## config.mk

```make
export PLATFORM = sky130hd
export DESIGN_NAME = alu_issue_ctrl
export DESIGN_NICKNAME = d
export VERILOG_FILES = /design/src/rtl/alu_pkg.sv /design/src/rtl/alu_req_reg.sv /design/src/rtl/alu_issue_ctrl.sv
export SDC_FILE = /design/constraint.sdc
export NUM_CORES = 1
export LEC_CHECK = 0
export CAP_MARGIN = 20
export CORE_MARGIN = 2
export CORE_UTILIZATION = 40
export DETAILED_ROUTE_END_ITERATION = 10
export GPL_TIMING_DRIVEN = 1
export PLACE_DENSITY = 0.8
export SLEW_MARGIN = 10
export SYNTH_ARGS = -nofsm -noshare
export SYNTH_HDL_FRONTEND = slang
export SYNTH_SLANG_ARGS = --single-unit
```

## constraint.sdc

```tcl
create_clock -name clk -period 1.9 [get_ports clk]
set_input_delay 0.19 -clock clk [delete_from_list [all_inputs] [get_ports clk]]
set_output_delay 0.19 -clock clk [all_outputs]
set_load 0.005 [all_outputs]
```

## src/rtl/alu_pkg.sv

```systemverilog
// Shared definitions for the ALU issue controller: ALU opcodes, flag bit
// positions and the issue FSM state encoding.
package alu_pkg;

  localparam logic [2:0] ALU_PASS  = 3'b000;
  localparam logic [2:0] ALU_ADD   = 3'b001;
  localparam logic [2:0] ALU_COMP  = 3'b010;
  localparam logic [2:0] ALU_AND   = 3'b011;
  localparam logic [2:0] ALU_XOR   = 3'b100;
  localparam logic [2:0] ALU_SHLLV = 3'b101;
  localparam logic [2:0] ALU_SHRLV = 3'b110;
  localparam logic [2:0] ALU_SHRAV = 3'b111;

  // Flag vector layout {carry, zero, sign, overflow}
  localparam int FLG_C = 3;
  localparam int FLG_Z = 2;
  localparam int FLG_S = 1;
  localparam int FLG_V = 0;

  typedef enum logic [1:0] {
    IDLE = 2'd0,
    READ = 2'd1,
    EXEC = 2'd2,
    WB   = 2'd3
  } state_e;

endpackage

```

## src/rtl/alu_req_reg.sv

```systemverilog
// Request capture register: loads the packed request on acceptance and is
// cleared synchronously so an aborted request leaves nothing behind.
module alu_req_reg
  import alu_pkg::*;
#(
  parameter int W = 8
) (
  input  logic         clk,
  input  logic         clr,
  input  logic         ld,
  input  logic [W-1:0] d,
  output logic [W-1:0] q
);

  logic [W-1:0] req_q;

  always_ff @(posedge clk) begin
    if (clr)     req_q <= '0;
    else if (ld) req_q <= d;
  end

  assign q = req_q;

endmodule

```

## src/rtl/alu_issue_ctrl.sv

```systemverilog
// Four-state issue controller: accept, read operands, execute on the external
// combinational ALU, then write back and pulse the response.
module alu_issue_ctrl
  import alu_pkg::*;
#(
  parameter int DATA_W      = 32,
  parameter int REG_AW      = 5,
  parameter int FLAG_W      = 4,
  parameter int ZERO_REG_RO = 1
) (
  input  logic              clk,
  input  logic              rst,
  input  logic              req_valid,
  output logic              req_ready,
  input  logic [2:0]        req_ctr,
  input  logic [REG_AW-1:0] req_rs,
  input  logic [REG_AW-1:0] req_rt,
  input  logic [REG_AW-1:0] req_rd,
  input  logic [DATA_W-1:0] req_imm,
  input  logic              req_use_imm,
  input  logic              req_branch,
  output logic [REG_AW-1:0] rf_ra1,
  output logic [REG_AW-1:0] rf_ra2,
  input  logic [DATA_W-1:0] rf_rd1,
  input  logic [DATA_W-1:0] rf_rd2,
  output logic [DATA_W-1:0] alu_in1,
  output logic [DATA_W-1:0] alu_in2,
  output logic [2:0]        alu_ctr,
  output logic              alu_branch,
  input  logic [DATA_W-1:0] alu_out,
  input  logic [FLAG_W-1:0] alu_flag,
  output logic              rf_we,
  output logic [REG_AW-1:0] rf_wa,
  output logic [DATA_W-1:0] rf_wd,
  output logic [FLAG_W-1:0] flag_q,
  output logic              rsp_valid,
  output logic [DATA_W-1:0] rsp_result
);

  localparam int RW = 3 + 3*REG_AW + DATA_W + 2;

  state_e              state_q, state_d;
  logic [DATA_W-1:0]   op1_q, op1_d, op2_q, op2_d;
  logic [DATA_W-1:0]   res_q, res_d;
  logic [FLAG_W-1:0]   flag_d;
  logic [RW-1:0]       req_vec, rq_vec;
  logic                accept;

  logic [2:0]          rq_ctr;
  logic [REG_AW-1:0]   rq_rs, rq_rt, rq_rd;
  logic [DATA_W-1:0]   rq_imm;
  logic                rq_use_imm, rq_branch;
  logic                alu_active, wr_ok;

  assign accept  = (state_q == IDLE) && req_valid && !rst;
  assign req_vec = {req_ctr, req_rs, req_rt, req_rd, req_imm, req_use_imm, req_branch};

  alu_req_reg #(.W(RW)) u_req (
    .clk (clk),
    .clr (rst),
    .ld  (accept),
    .d   (req_vec),
    .q   (rq_vec)
  );

  assign {rq_ctr, rq_rs, rq_rt, rq_rd, rq_imm, rq_use_imm, rq_branch} = rq_vec;

  always_ff @(posedge clk) begin
    if (rst) begin
      state_q <= IDLE;
      op1_q   <= '0;
      op2_q   <= '0;
      res_q   <= '0;
      flag_q  <= '0;
    end else begin
      state_q <= state_d;
      op1_q   <= op1_d;
      op2_q   <= op2_d;
      res_q   <= res_d;
      flag_q  <= flag_d;
    end
  end

  always_comb begin
    state_d = state_q;
    op1_d   = op1_q;
    op2_d   = op2_q;
    res_d   = res_q;
    flag_d  = flag_q;
    case (state_q)
      IDLE: if (req_valid) state_d = READ;
      READ: begin
        op1_d   = rf_rd1;
        op2_d   = rq_use_imm ? rq_imm : rf_rd2;
        state_d = EXEC;
      end
      EXEC: begin
        res_d   = alu_out;
        flag_d  = alu_flag;
        state_d = WB;
      end
      WB:      state_d = IDLE;
      default: state_d = IDLE;
    endcase
  end

  // Read addresses come straight from the request in the accept cycle so the
  // synchronous register file returns data during READ.
  assign rf_ra1 = accept ? req_rs : rq_rs;
  assign rf_ra2 = accept ? req_rt : rq_rt;

  assign alu_active = (state_q == EXEC) || (state_q == WB);
  assign alu_in1    = op1_q;
  assign alu_in2    = op2_q;
  assign alu_ctr    = alu_active ? rq_ctr : ALU_PASS;
  assign alu_branch = alu_active && rq_branch;

  assign wr_ok      = !rq_branch && !((ZERO_REG_RO != 0) && (rq_rd == '0));
  assign req_ready  = (state_q == IDLE);
  assign rsp_valid  = (state_q == WB);
  assign rf_we      = (state_q == WB) && wr_ok;
  assign rf_wa      = rq_rd;
  assign rf_wd      = res_q;
  assign rsp_result = res_q;

endmodule

```

# == Word level (Yosys, flattened, before mapping) ==
# Index checks and enable logic that the tools add are counted.
# totals
word_cells,27
regBits,154
# classes
n_mux,6
eq_ne,4
n_reduce_logical,11
# ops
operator,n
$mux 32,1
$mux 5,2
$pmux 2 s4,1
$logic_and 1x1->1,5
$logic_not 5->1,1
$eq 2x2->1 const B,2
$logic_not 1->1,3
$mux 3,1
$eq 2x1->1 const B,1
$logic_not 2->1,1
$mux 2,1
$ne 2x2->1 const B,1
$logic_or 1x1->1,1

# == Longest topological paths before layout ==
# logic_depth
word_depth,4
depth_mapped,7
mapped_depth_nobuf,5

# == Cells and area by module ==
# From an unflattened synthesis, not the netlist that was laid out.
# hier_totals
cells_unflattened,598
area_unflattened_um2,6296.0
# modules_own_cells
module,area_each_um2,cells_each,n_inst
alu_issue_ctrl,4429.2,430,1
alu_req_reg,1866.8,168,1

# == Worst setup path after synthesis ==
# OpenSTA, ideal clock, no wires.
# synth_timing
path_type,reg2out
from,register state_q[0]
to,output rf_ra1[0]
path_stages_with_launch,8
required_time_ns,1.710
slack_ns,0.221
arrival_ns,1.489
n_path_buf,2
cell_sequence,dfxtp_1 inv_1 ha_1 and2_1 buf_4 nand2b_1 buf_6 mux2_4
# synth_via
elab_chain_len,4
# synth_lines
item,line,source
start: declaration,alu_issue_ctrl.sv:42,"state_e state_q, state_d;"
start signal: assignment,alu_issue_ctrl.sv:76,state_q <= state_d;
$logic_not 2->1,--,
named net req_ready,alu_issue_ctrl.sv:14,"output logic req_ready,"
$logic_and 1x1->1 (2 in a row),alu_issue_ctrl.sv:55,assign accept = (state_q == IDLE) && req_valid && !rst;
$mux 5,alu_issue_ctrl.sv:109,assign rf_ra1 = accept ? req_rs : rq_rs;
end: declaration,alu_issue_ctrl.sv:22,"output logic [REG_AW-1:0] rf_ra1,"
# The timed path passes the listed nets, and every way through them passes these cells.

# == Final worst setup path ==
# layout_timing
from,register state_q[0]
to,output rf_ra2[2]
# layout_via
elab_chain_len,4
# layout_lines
item,line,source
$logic_not 2->1,alu_issue_ctrl.sv:55,
$logic_and 1x1->1 (2 in a row),alu_issue_ctrl.sv:55,
$mux 5,alu_issue_ctrl.sv:110,assign rf_ra2 = accept ? req_rt : rq_rt;
end: declaration,alu_issue_ctrl.sv:23,"output logic [REG_AW-1:0] rf_ra2,"
# Every way passes these cells.

==> summary.md <==
| Metric | Value |
|---|---|
| Synth Area in Simple Gates | `13.7%` |
| Synth-to-Final Area Change | `60.4%` |
| DP Cell Count | `1,089` |
| Final nets | `1,086` |
| DIE AREA | `16,500 µm²` |
| Dominant cell type by area after synthesis | `dfxtp_1` |
| CTS H-tree lvls | `4` |
| Syn_area_per_cell | `9.37 µm²` |
| VDD IR-drop max | `0.624 mV` |
| Setup TNS | `-0.956 ns` |
| DP Area | `9210 µm²` |
| # IOs | `309` |
| Max FO, Critical Path | `3` |
| Final min period | `2.02 ns` |
| Top cell type's share of synthesized area | `49.8%` |
| Cell count after synthesis | `661` |
| First-pass GRT wire length | `27,100 µm` |
| Largest net degree at the start of global routing | `84` |
| Via Count | `5,437` |
| Fin area | `9930 µm²` |
| GR Overflow Total | `0` |
| Synth area leaders | `dfxtp_1 50%, mux2i_1 16%, nand2_1 6.4%, nor2_1 6.4%, buf_4 5.5%` |
| Multiplexer share of the synthesized area | `18.8%` |
| DRT antenna net count | `0` |
| Diode count | `0` |
| Sw Share | `30.5%` |
| RSZ-0062 raised after global routing | `true` |
| Clock sinks | `154` |
| Vias in the first global route | `5,183` |
| Sequential Power Share | `34.8%` |
| Final RePlAce weighted congestion | `0.776` |
| Syn Std Cell Area | `6190 µm²` |
| Worst setup margin | `-0.116 ns` |
| Final Util | `65.6%` |
| Gr usage total | `21.0%` |
| Pre-antenna DRT Iters | `4` |
| Switching power | `0.00388 W` |
| EDFF count, synth | `0` |
| Avg WL per Cell | `15.9 µm` |
| Skew final | `0.00762 ns` |
| Die Y | `128 µm` |
| I/O Buffers | `308` |
| CTS root buffer | `clkbuf_16` |
| Core region area | `15,100 µm²` |
| Site Rows | `45` |
| Clock tree buffer depth | `2` |
| Xor/xnor share of the synthesized area | `0%` |
| Highest clock rate | `496 MHz` |
| Worst EP required | `1.71 ns` |
| Run status | `finished with violations` |
| Storage cell area | `3090 µm²` |
| Failing checks | `negative setup slack` |
| Pint | `0.00885 W` |
| Fillers | `1,225` |
| Largest family of logic cells by synthesized area | `multiplexers` |
| WL final | `17,900 µm` |
| Critical Path End Type | `output port` |
| Slew Viols, Final | `0` |
| CTS Hold Buffers Added | `0` |
| Synth Register Bits | `154` |
| Final Hold Vio Count | `0` |
| Logic pwr share | `39.2%` |
| Post-synthesis compound-gate area fraction | `8.20%` |
| Area of the multi-input gates | `2660 µm²` |
| CTS tree | `built` |
| CTS Buf Count | `17` |
| Worst hold path class | `input port to flop` |
| Top-count cell post-synth | `dfxtp_1` |
| Initial antenna violation count | `0` |
| Crit path launch type | `flop` |
| Ys Warns | `0` |
| Worst-path clk slew | `0.06 ns` |
| Final period util | `106%` |
| Main synth FF type | `dfxtp_1` |
| Pre-CTS setup slack | `-0.169 ns` |
| Register area share after synthesis | `49.8%` |
| DR iter-0 viols | `227` |
| Syn Nets | `821` |
| Yosys cell types | `19` |
| Slew margin rel. | `41.0%` |
| Critical path class | `flop to output port` |
| Initial Util | `40.9%` |
| Top post-synthesis cells by count | `154 x dfxtp_1, 105 x nand2_1, 105 x nor2_1` |
| Post-DP HPWL | `12,500 µm` |
| Share of cells above drive strength 1 | `9.69%` |
| Async set-reset flop share out of synthesis | `0%` |
| Reg2Reg Depth | `7` |
| Worst slew pin tran | `0.885 ns` |
| Clk_lat worst skew | `0.41 ns` |
| Crit path arrival time | `1.83 ns` |
| Post-synthesis adder-cell area fraction | `1.01%` |
| Max-Cap Viols | `0` |
| Leakage | `3.72 nW` |
| Power per Cell Area | `1280 nW/µm²` |
| Worst Hold Depth | `3` |
| Die X | `128 µm` |
| # setup viols final | `9` |
| DRC viols | `0` |
| Clk pwr share | `26.1%` |
| Final Non-Filler Cells | `1,127` |
| Via-per-instance ratio | `4.82` |
==> final timing paths <==
| path | start | end | slack [ns] |
|---|---|---|---|
| max | state_q[0] | rf_ra2[2] | -0.12 |
| max reg2reg | state_q[0] | u_req.q[12] | 0.29 |
| min | req_use_imm | u_req.q[1] | 0.32 |
| min reg2reg | u_req.q[25] | u_req.q[25] | 0.45 |
==> cell families after synthesis <==
family	Yosys count
flip-flops	154
AO/OA/AOI/OAI	85
AND/OR/NAND/NOR	219
buffers and inverters	87
multiplexers	111
adder cells (fa/ha/maj)	5
==> routing by layer <==
layer	track usage [%]	vias to the layer above	routed length [µm]	part of all wire, %
met1	22.9	2497	6910	39
met2	36.5	204	8880	50
met5	0	-	0	0
met4	8.47	0	498	2.8
li1	-	2704	-	-
met3	8.48	32	1610	9.0
==> power by group through the flow <==
stage               Combinational (W)  Clock (W)  Sequential, W
finish                        0.00499    0.00332        0.00443
global route                  0.00542    0.00355        0.00452
CTS                           0.00501    0.00339        0.00443
detailed placement            0.00482          0        0.00447
global placement              0.00477          0        0.00445
floorplan                     0.00248          0        0.00445
==> per-stage QoR <==
| stage | power [W] | hold slack (ns) |
|---|---|---|
| 2_1_floorplan | 0.00694 | 0.326 |
| 3_3_place_gp | 0.00922 | 0.439 |
| 5_1_grt | 0.0135 | 0.312 |
| 4_1_cts | 0.0128 | 0.293 |
| 3_5_place_dp | 0.00929 | 0.446 |
| 6_report | 0.0127 | 0.316 |
==> worst max-delay path, cell delays in order, from the launching register on <==
cell and delay [ns]:
dfxtp_2 0.32, inv_2 0.07, ha_4 0.13, and2_4 0.16, nand2b_4 0.07, buf_6 0.12
buf_6 0.12, mux2_4 0.30, buf_6 0.12
==> layout by cell type (no fill, tap or decap), types with 2 or more instances in the layout <==
cell type and n:
a211oi_1 33, a21oi_1 52, buf_12 7, buf_4 12, buf_6 15, bufinv_16 2
clkbuf_1 2, clkbuf_16 17, clkbuf_8 2, clkdlybuf4s50_1 291, clkinv_2 4, clkinvlp_4 3
dfxtp_1 150, dfxtp_2 4, dlygate4sd2_1 3, ha_4 4, inv_2 2, mux2_4 10
mux2i_1 101, nand2_1 104, nor2_1 104, nor2b_1 3
==> sequential cells by signal (all words and copies together), names as in the netlist <==
signal	flops
alu_in2	32
state_q	2
flag_q	4
alu_in1	32
u_req.q	52
rf_wd	32
==> final cells by class <==
class | instances | area share [%]
timing repair buffer | 331 | 33.9
sequential | 154 | 31.1
multi-input combinational | 420 | 26.7
clock buffer | 21 | 4.64
tap | 188 | 2.37
clock inverter | 11 | 1.21
inverter | 2 | 0.0756
==> what timing repair did <==
action,4_1_cts,5_1_grt
endpoints found under the setup margin,15,14
resized for setup,73,7
setup buffers,5,2
pin swaps,4,1
Power figures use the tool's default switching activity.
